<file path="src/rtl/fp_pkg.sv">
// Shared constants and types for the 8-bit floating-point code path.
package fp_pkg;

    // Field widths of the code and width of the linear value
    localparam int unsigned EXP_W  = 3;
    localparam int unsigned SIG_W  = 4;
    localparam int unsigned LIN_W  = 12;
    localparam int unsigned CODE_W = 1 + EXP_W + SIG_W;

    // Field positions within the code {S, E, F}
    localparam int unsigned F_LSB = 0;
    localparam int unsigned E_LSB = SIG_W;
    localparam int unsigned S_POS = SIG_W + EXP_W;

    // Decoder sequencing states
    typedef enum logic [1:0] {
        StIdle,
        StShift,
        StSign,
        StDone
    } state_e;

endpackage

</file>
<file path="src/rtl/sign_apply.sv">
// Combinational sign stage: turns sign + magnitude into a two's-complement value.
module sign_apply #(
    parameter int unsigned MAG_W = 11
) (
    input  logic             sign_i,
    input  logic [MAG_W-1:0] mag_i,
    output logic [MAG_W:0]   value_o
);

    logic [MAG_W:0] ext;

    // Negating zero yields zero, so a negative-zero code needs no special case
    always_comb begin
        ext     = {1'b0, mag_i};
        value_o = sign_i ? (~ext + (MAG_W + 1)'(1)) : ext;
    end

endmodule

</file>
<file path="src/rtl/fp_decoder.sv">
// Iterative decoder: rebuilds the magnitude one left shift per cycle, then signs it.
module fp_decoder #(
    parameter int unsigned EXP_W = 3,
    parameter int unsigned SIG_W = 4,
    parameter int unsigned LIN_W = 12
) (
    input  logic                   clk,
    input  logic                   rst,
    input  logic                   in_valid,
    output logic                   in_ready,
    input  logic [EXP_W+SIG_W:0]   fp_in,
    output logic                   out_valid,
    input  logic                   out_ready,
    output logic [LIN_W-1:0]       linear_out
);

    import fp_pkg::state_e;
    import fp_pkg::StIdle;
    import fp_pkg::StShift;
    import fp_pkg::StSign;
    import fp_pkg::StDone;

    // Magnitude excludes the sign bit; field positions follow the parameters
    localparam int unsigned MAG_W   = LIN_W - 1;
    localparam int unsigned S_BIT   = EXP_W + SIG_W;
    localparam int unsigned EXP_LSB = SIG_W;

    state_e             state_q, state_d;
    logic               sign_q, sign_d;
    logic [EXP_W-1:0]   cnt_q, cnt_d;
    logic [MAG_W-1:0]   mag_q, mag_d;
    logic [LIN_W-1:0]   lin_q, lin_d;
    logic               out_valid_q, out_valid_d;
    logic [LIN_W-1:0]   signed_val;

    sign_apply #(
        .MAG_W (MAG_W)
    ) u_sign_apply (
        .sign_i  (sign_q),
        .mag_i   (mag_q),
        .value_o (signed_val)
    );

    // Next-state logic for the sequencer and the datapath registers
    always_comb begin
        state_d     = state_q;
        sign_d      = sign_q;
        cnt_d       = cnt_q;
        mag_d       = mag_q;
        lin_d       = lin_q;
        out_valid_d = out_valid_q;

        unique case (state_q)
            StIdle: begin
                if (in_valid) begin
                    sign_d  = fp_in[S_BIT];
                    cnt_d   = fp_in[EXP_LSB +: EXP_W];
                    mag_d   = MAG_W'(fp_in[SIG_W-1:0]);
                    state_d = StShift;
                end
            end
            StShift: begin
                if (cnt_q != '0) begin
                    mag_d = mag_q << 1;
                    cnt_d = cnt_q - EXP_W'(1);
                end else begin
                    state_d = StSign;
                end
            end
            StSign: begin
                lin_d       = signed_val;
                out_valid_d = 1'b1;
                state_d     = StDone;
            end
            StDone: begin
                if (out_ready) begin
                    out_valid_d = 1'b0;
                    state_d     = StIdle;
                end
            end
            default: begin
                state_d = StIdle;
            end
        endcase
    end

    // State registers with synchronous active-high reset
    always_ff @(posedge clk) begin
        if (rst) begin
            state_q     <= StIdle;
            sign_q      <= 1'b0;
            cnt_q       <= '0;
            mag_q       <= '0;
            lin_q       <= '0;
            out_valid_q <= 1'b0;
        end else begin
            state_q     <= state_d;
            sign_q      <= sign_d;
            cnt_q       <= cnt_d;
            mag_q       <= mag_d;
            lin_q       <= lin_d;
            out_valid_q <= out_valid_d;
        end
    end

    // Outputs: ready only while idle; result comes straight from registers
    always_comb begin
        in_ready   = (state_q == StIdle);
        out_valid  = out_valid_q;
        linear_out = lin_q;
    end

endmodule

</file>
<file path="config.mk">
export PLATFORM = sky130hd
export DESIGN_NAME = fp_decoder
export DESIGN_NICKNAME = d
export VERILOG_FILES = /design/src/rtl/fp_pkg.sv /design/src/rtl/sign_apply.sv /design/src/rtl/fp_decoder.sv
export SDC_FILE = /design/constraint.sdc
export NUM_CORES = 1
export LEC_CHECK = 0
export ABC_AREA = 1
export CORE_MARGIN = 8
export CORE_UTILIZATION = 35
export CTS_CLUSTER_DIAMETER = 30
export DETAILED_ROUTE_END_ITERATION = 12
export HOLD_SLACK_MARGIN = 0.12
export PLACE_DENSITY_LB_ADDON = 0.25
export SLEW_MARGIN = 20
export SYNTH_ARGS = -nofsm -noshare
export SYNTH_HDL_FRONTEND = slang
export SYNTH_SLANG_ARGS = --single-unit
</file>
<file path="constraint.sdc">
create_clock -name clk -period 2 [get_ports clk]
set_clock_uncertainty 0.05 [all_clocks]
set_input_delay 0.2 -clock clk [delete_from_list [all_inputs] [get_ports clk]]
set_output_delay 0.2 -clock clk [all_outputs]
set_load 0.02 [all_outputs]
</file>
==> results.toml, run 1 <==
[grt]
grt_overflow = 0
grt_first_pass_wirelength_mm = 6.24
grt_pass1_vias = 1406
globalRoute.busiestLayer = "met2"
grt_max_degree = 20
grt.total_usage_pct = 10.7
gr-usage-met1_pct = 12.4
grt_antenna_before_repair = 0
grtUsageMet2_pct = 17.6
grt_util_met3_pct = 3.13

[setup_path]
critical_path.endpoint_type = "output port"
timing.critical_path.slowest_cell_delay_ps = 620
required_time_reported_for_the_critical_path_endpoint_ps = 1750
worst-path-buf-inv = 2
signal_arrival_time_at_the_worst_endpoint_ps = 1560
critical_path.startpoint_type = "flip-flop"
slowest_stage = "sky130_fd_sc_hd__clkdlybuf4s50_1"
crit_path_max_delay_family = "buffers and inverters"
crit_path_cell_trace = "inv_1 > ha_1 > clkdlybuf4s50_1"
critPathKind = "flip-flop to output port"
crit_path_max_fanout = 4

[detailed_routing]
avgViaCountPerCell = 4.96
detail_route.iter0.violations = 79
drt_pre_antenna_iters = 4
drc = 0
post_drt_wl_per_cell_um = 12.3
finalWirelength_mm = 3.60
detailroute.via_count = 1453
detail-route-antenna-nets = 0

[floorplan]
die-area_sq_um = 6880
die-height_um = 83.0
initial_utilization_pct = 36.3
fp-row-count = 24
core_region_sq_um = 4320
die_width_um = 83.0
io_pins = 26

[logic_synthesis]
synth-edff-count = 0
synth_cells = 215
synth_nets = 235
synth_top_area_cell = "sky130_fd_sc_hd__dfxtp_1"
syn-cell-area_sq_um = 1570
synth_cell_types = 22
synth-async-reset-ratio_pct = 0
synth-simple-area-share_pct = 25.4
syn_avg_cell_area_sq_um = 7.30
main_combinational_cell_family_by_area_after_synthesis = "simple AND/OR/NAND/NOR gates"
synthMuxAreaShare_pct = 0
synth-adder-area-share_pct = 6.38
synth-warning-count = 0
seq_area_frac_synth_pct = 38.3
ys_ff_latch = 30
ys_dominant_reg_cell = "sky130_fd_sc_hd__dfxtp_1"
synth_largest_type_area_fraction_pct = 38.3
synth-compound-area-share_pct = 19.1
yosys.area_share.xor_xnor_pct = 1.67
synth.area.top_cells = "sky130_fd_sc_hd__dfxtp_1, sky130_fd_sc_hd__nand2_1, sky130_fd_sc_hd__a21oi_1"

[cells_and_area]
layout.nets = 262
final_layout_size_suffix_gt1_share_pct = 7.88
synthToLayoutAreaGrowth_pct = 24.1
final-instance-count-excl-fill = 293
finish.instance_area_sq_um = 1950
final.fill_count = 483
antennaDiodeCount = 0

[power_and_ir_drop]
fin_total_pwr_uw = 2750
power.density_nw_per_um2 = 1410
vdd_drop_max_mv = 0.648
power_leakage_uw = 0.000800

[clocking]
clkTransAtPathRegs_ps = 60
post-cts-setup-buffer-count = 0
cts_root_buffer = "sky130_fd_sc_hd__clkbuf_8"
clk_latency_ps = 280
cts-root-to-sink-buffers = 2
hold_buffer_count_at_cts = 0
tritoncts = "built"
clock_sinks = 30
cts_made_buffers = 5
cts_repair_resize_count = 0
h-tree-depth = 2

[sta]
rsz0062_at_grt = "no"
hold_fails_final_rpt = 0
maxSlewHeadroom_pct = 68.0
slew_viol_final = 0
finalCriticalPeriod_ps = 1810
finalSetupViolCount = 0
actual_slew_at_the_worst_max_slew_pin_ps = 480
tns_ps = 0
finalCritPeriodShare_pct = 90.7
achievable-frequency_mhz = 551

[placed_design]
placedCellCount = 287
placed_area_sq_um = 1860
port_buffers = 25
hpwl_mm = 2.62
place.gp.congestion = 0.814

[outcome]
run_status = "finished clean"

[run]
cap_viol_max_count = 0

[worst_hold_path]
worstHoldPathType = "flip-flop to flip-flop"
through the flow:
step	hold slack [ps]	setup slack, ps	utilization, %
floorplan	298	242	-
global placement	409	306	43.1
detailed placement	414	224	43.1
CTS	424	177	45.0
global route	440	108	45.0
finish	420	186	45.0
synth_stat cells (2+ instances only):
master	n
sky130_fd_sc_hd__nand2_1	40
sky130_fd_sc_hd__dfxtp_1	30
sky130_fd_sc_hd__inv_1	23
sky130_fd_sc_hd__a21oi_1	21
sky130_fd_sc_hd__nor2_1	20
sky130_fd_sc_hd__o21ai_0	18
sky130_fd_sc_hd__nand3_1	12
sky130_fd_sc_hd__nand4_1	11
sky130_fd_sc_hd__ha_1	8
sky130_fd_sc_hd__clkbuf_1	6
sky130_fd_sc_hd__o21ai_1	6
sky130_fd_sc_hd__a21oi_2	5
sky130_fd_sc_hd__xor2_1	3
sky130_fd_sc_hd__buf_6	2
sky130_fd_sc_hd__nor3_1	2
sky130_fd_sc_hd__o211ai_1	2
cell families after synthesis:
family | Yosys count
DFF | 30
and+or+nand+nor | 88
buffers and inverters | 33
xor gates and xnor gates | 3
adders and majority gates | 8
AOI/OAI and AO/OA | 53
worst reg2reg max path: cells and delay by family, from the launching register on:
kind | cells | cell delay [ps]
buffers and inverters | 2 | 270
AO/OA/AOI/OAI | 3 | 590
adder cells (fa/ha/maj) | 1 | 230
flip-flops | 1 | 350
AND/OR/NAND/NOR | 1 | 180
placed cells by master (no fill, tap or decap):
master	instances
sky130_fd_sc_hd__a21oi_1	21
sky130_fd_sc_hd__a21oi_2	5
sky130_fd_sc_hd__buf_4	4
sky130_fd_sc_hd__clkbuf_8	6
sky130_fd_sc_hd__clkdlybuf4s50_1	25
sky130_fd_sc_hd__dfxtp_1	30
sky130_fd_sc_hd__ha_1	8
sky130_fd_sc_hd__inv_1	23
sky130_fd_sc_hd__inv_4	1
sky130_fd_sc_hd__nand2_1	40
sky130_fd_sc_hd__nand2_8	1
sky130_fd_sc_hd__nand3_1	12
sky130_fd_sc_hd__nand4_1	11
sky130_fd_sc_hd__nor2_1	20
sky130_fd_sc_hd__nor3_1	2
sky130_fd_sc_hd__o211ai_1	2
sky130_fd_sc_hd__o21ai_0	18
sky130_fd_sc_hd__o21ai_1	6
sky130_fd_sc_hd__o21ai_4	1
sky130_fd_sc_hd__or2_1	1
sky130_fd_sc_hd__or2_4	1
sky130_fd_sc_hd__xor2_1	3
final timing paths:
kind                   start  endpoint  slack, ps  cells after the start
hold / removal      mag_q[0]  mag_q[0]        420                      2
setup / recovery  state_q[0]  in_ready        190                      3
setup reg to reg  state_q[1]  cnt_q[0]        230                      7
hold reg to reg     mag_q[0]  mag_q[0]        420                      2
flip-flops by register name, indices dropped and copies added, names as in the netlist:
register	count
cnt_q	3
linear_out	12
mag_q	11
out_valid	1
sign_q	1
state_q	2
routing by layer:
layer  vias up  share of wire (%)
li1        768                  -
met1       644                 48
met2        36                 47
met3         5                4.5
met4         0                1.1
met5         -                  0
layout make-up:
cell class / instances / area (sq um) / share of cell area (%)
clock buffer: 6 / 82.6 / 4.24
timing repair buffer: 29 / 280 / 14.4
inverter: 24 / 92.6 / 4.76
sequential: 30 / 601 / 30.8
multi-input combinational: 152 / 826 / 42.4
tap: 52 / 65.1 / 3.34
where the power goes:
part           internal [uW]  switching [uW]  leakage, uW
sequential               771             112     0.000246
clock                    265             213    0.0000431
combinational            546             838     0.000511
total                   1580            1160     0.000800
(Power assumes the default switching activity.)
==> run 2, diff against run 1 <==
--- a/config.mk
+++ b/config.mk
@@ -6,7 +6,7 @@
 export NUM_CORES = 1
 export LEC_CHECK = 0
 export ABC_AREA = 1
-export CORE_MARGIN = 8
+export CORE_MARGIN = 1
 export CORE_UTILIZATION = 35
 export CTS_CLUSTER_DIAMETER = 30
 export DETAILED_ROUTE_END_ITERATION = 12
==> run 2 against run 1 <==
Against the previous run: clock power increased by 5.2%; largest cell class unchanged; count of clock-buffer cells in the layout increased by 1; total power increased by 0.48%; wire length decreased by 8.0%; non-clock buffer count unchanged; hold slack got worse by 5.8 ps; worst setup slack got worse by 49 ps; design area increased by 0.32%; first-iteration DRC count decreased by 11%; core utilization increased by 2.1 points; sequential share of layout area decreased by 0.099 points.
==> results.toml, run 2 (synthesized netlist as in run 1, its figures left out) <==
[sta]
finalHoldWorstSlack_ps = 414
tns_ps = 0
finalCritPeriodShare_pct = 93.2
achievable-frequency_mhz = 537
setup_slack_ps = 137
rsz0062_at_grt = "no"
hold_fails_final_rpt = 0
finalCriticalPeriod_ps = 1860
finalSetupViolCount = 0
slew_viol_final = 0
actual_slew_at_the_worst_max_slew_pin_ps = 459
maxSlewHeadroom_pct = 69.4

[detailed_routing]
detail_route.iter0.violations = 70
finalWirelength_mm = 3.32
drt_pre_antenna_iters = 5
post_drt_wl_per_cell_um = 11.3
drc = 0
detail-route-antenna-nets = 0
avgViaCountPerCell = 4.94
detailroute.via_count = 1447

[clocking]
cts_made_buffers = 5
cts_repair_resize_count = 0
hold_buffer_count_at_cts = 0
h-tree-depth = 2
cts-root-to-sink-buffers = 2
clock_sinks = 30
clk_latency_ps = 280
cts_root_buffer = "sky130_fd_sc_hd__clkbuf_8"
post-cts-setup-buffer-count = 0
tritoncts = "built"
clkTransAtPathRegs_ps = 60

[run]
cap_viol_max_count = 0

[placed_design]
place.gp.congestion = 0.795
hpwl_mm = 2.39
port_buffers = 25
placedCellCount = 285
dpl_worst_slack_ps = 247

[floorplan]
io_pins = 26
fp-row-count = 23
die_width_um = 69.0
die-area_sq_um = 4750
core_region_sq_um = 4140
initial_utilization_pct = 37.9
die-height_um = 69.0

[setup_path]
slowest_stage = "sky130_fd_sc_hd__clkdlybuf4s50_1"
worst_reg2reg_path_length_in_cells = 7
register_to_register_setup_slack_ps = 230
reg2reg_from = "state_q[1]"
worst_setup_path_startpoint = "state_q[0]"
critPathKind = "flip-flop to output port"
critical_path.endpoint_type = "output port"
worst_r2r_endpoint = "mag_q[1]"
worst-path-buf-inv = 2
required_time_reported_for_the_critical_path_endpoint_ps = 1750
critical_path.endpoint = "in_ready"
timing.critical_path.slowest_cell_delay_ps = 620
crit_cells = 3
signal_arrival_time_at_the_worst_endpoint_ps = 1610
crit_path_max_delay_family = "buffers and inverters"
critical_path.startpoint_type = "flip-flop"
crit_path_cell_trace = "inv_1 > ha_1 > clkdlybuf4s50_1"
crit_path_max_fanout = 4

[grt]
grt_overflow = 0
grt_pass1_vias = 1247
grt_first_pass_wirelength_mm = 5.66
grt_antenna_before_repair = 0
grt_max_degree = 23
grt.total_usage_pct = 16.5

[cells_and_area]
final-instance-count-excl-fill = 293
antennaDiodeCount = 0
postLayoutCoreUtil_pct = 47.1
layout_common_cells = "sky130_fd_sc_hd__nand2_1, sky130_fd_sc_hd__dfxtp_1, sky130_fd_sc_hd__clkdlybuf4s50_1"
largest_register_ff_count = 12
synthToLayoutAreaGrowth_pct = 24.5
final_layout_size_suffix_gt1_share_pct = 8.23
layout.nets = 262
mostFrequentLayoutCell = "sky130_fd_sc_hd__nand2_1"

[worst_hold_path]
timing.hold.worst.start = "cnt_q[1]"
worstHoldPathType = "flip-flop to flip-flop"

[power_and_ir_drop]
power.density_nw_per_um2 = 1410
power_leakage_uw = 0.000805
vdd_drop_max_mv = 0.683

[outcome]
run_status = "finished clean"
run 2: worst min path at each step:
stage	endpoint	slack [ps]	depth (start not counted)
2_1_floorplan	linear_out[3]	300	3
3_3_place_gp	mag_q[0]	410	2
3_5_place_dp	cnt_q[1]	410	2
4_1_cts	cnt_q[1]	420	2
5_1_grt	cnt_q[1]	430	2
6_report	cnt_q[1]	410	2
run 2: worst reg2reg max path, stage by stage, from the launching register on:
cell	delay, ps
sky130_fd_sc_hd__dfxtp_1	360
sky130_fd_sc_hd__inv_1	100
sky130_fd_sc_hd__ha_1	230
sky130_fd_sc_hd__buf_4	180
sky130_fd_sc_hd__o21ai_4	320
sky130_fd_sc_hd__nand2_8	180
sky130_fd_sc_hd__o21ai_1	200
sky130_fd_sc_hd__a21oi_2	40
run 2: layout make-up:
type,count,area (sq um)
Clock inverter,1,5.00
Inverter,24,92.6
Multi-Input combinational cell,152,826
Timing Repair Buffer,29,280
Fill cell,436,2190
Sequential cell,30,601
Clock buffer,7,86.3
Tap cell,50,62.6
run 2: report_power, final:
group / internal (uW) / leakage, uW / switching [uW]
clock network: 277 / 0.0000482 / 226
registers: 771 / 0.000246 / 111
logic: 545 / 0.000511 / 829
run 2: metal layers:
metal / global-route usage [%] / part of all wire (%) / up-vias
met1: 20.3 / 49 / 638
li1: - / - / 768
met4: 7.65 / 2.1 / 0
met3: 4.11 / 4.0 / 7
met5: 0 / 0 / -
met2: 26.9 / 45 / 34
run 2: metrics by stage:
step                area, sq um  total power (uW)
floorplan                  1570              1890
global placement           1860              2260
detailed placement         1860              2270
CTS                        1950              2790
global route               1950              3010
finish                     1950              2760
==> run 3, diff against run 2 <==
--- a/config.mk
+++ b/config.mk
@@ -10,8 +10,8 @@
 export CORE_UTILIZATION = 35
 export CTS_CLUSTER_DIAMETER = 30
 export DETAILED_ROUTE_END_ITERATION = 12
-export HOLD_SLACK_MARGIN = 0.12
 export PLACE_DENSITY_LB_ADDON = 0.25
+export SKIP_LAST_GASP = 1
 export SLEW_MARGIN = 20
 export SYNTH_ARGS = -nofsm -noshare
 export SYNTH_HDL_FRONTEND = slang
==> results of run 3 <==
Final layout, timing and power as in run 2 (identical DEF).
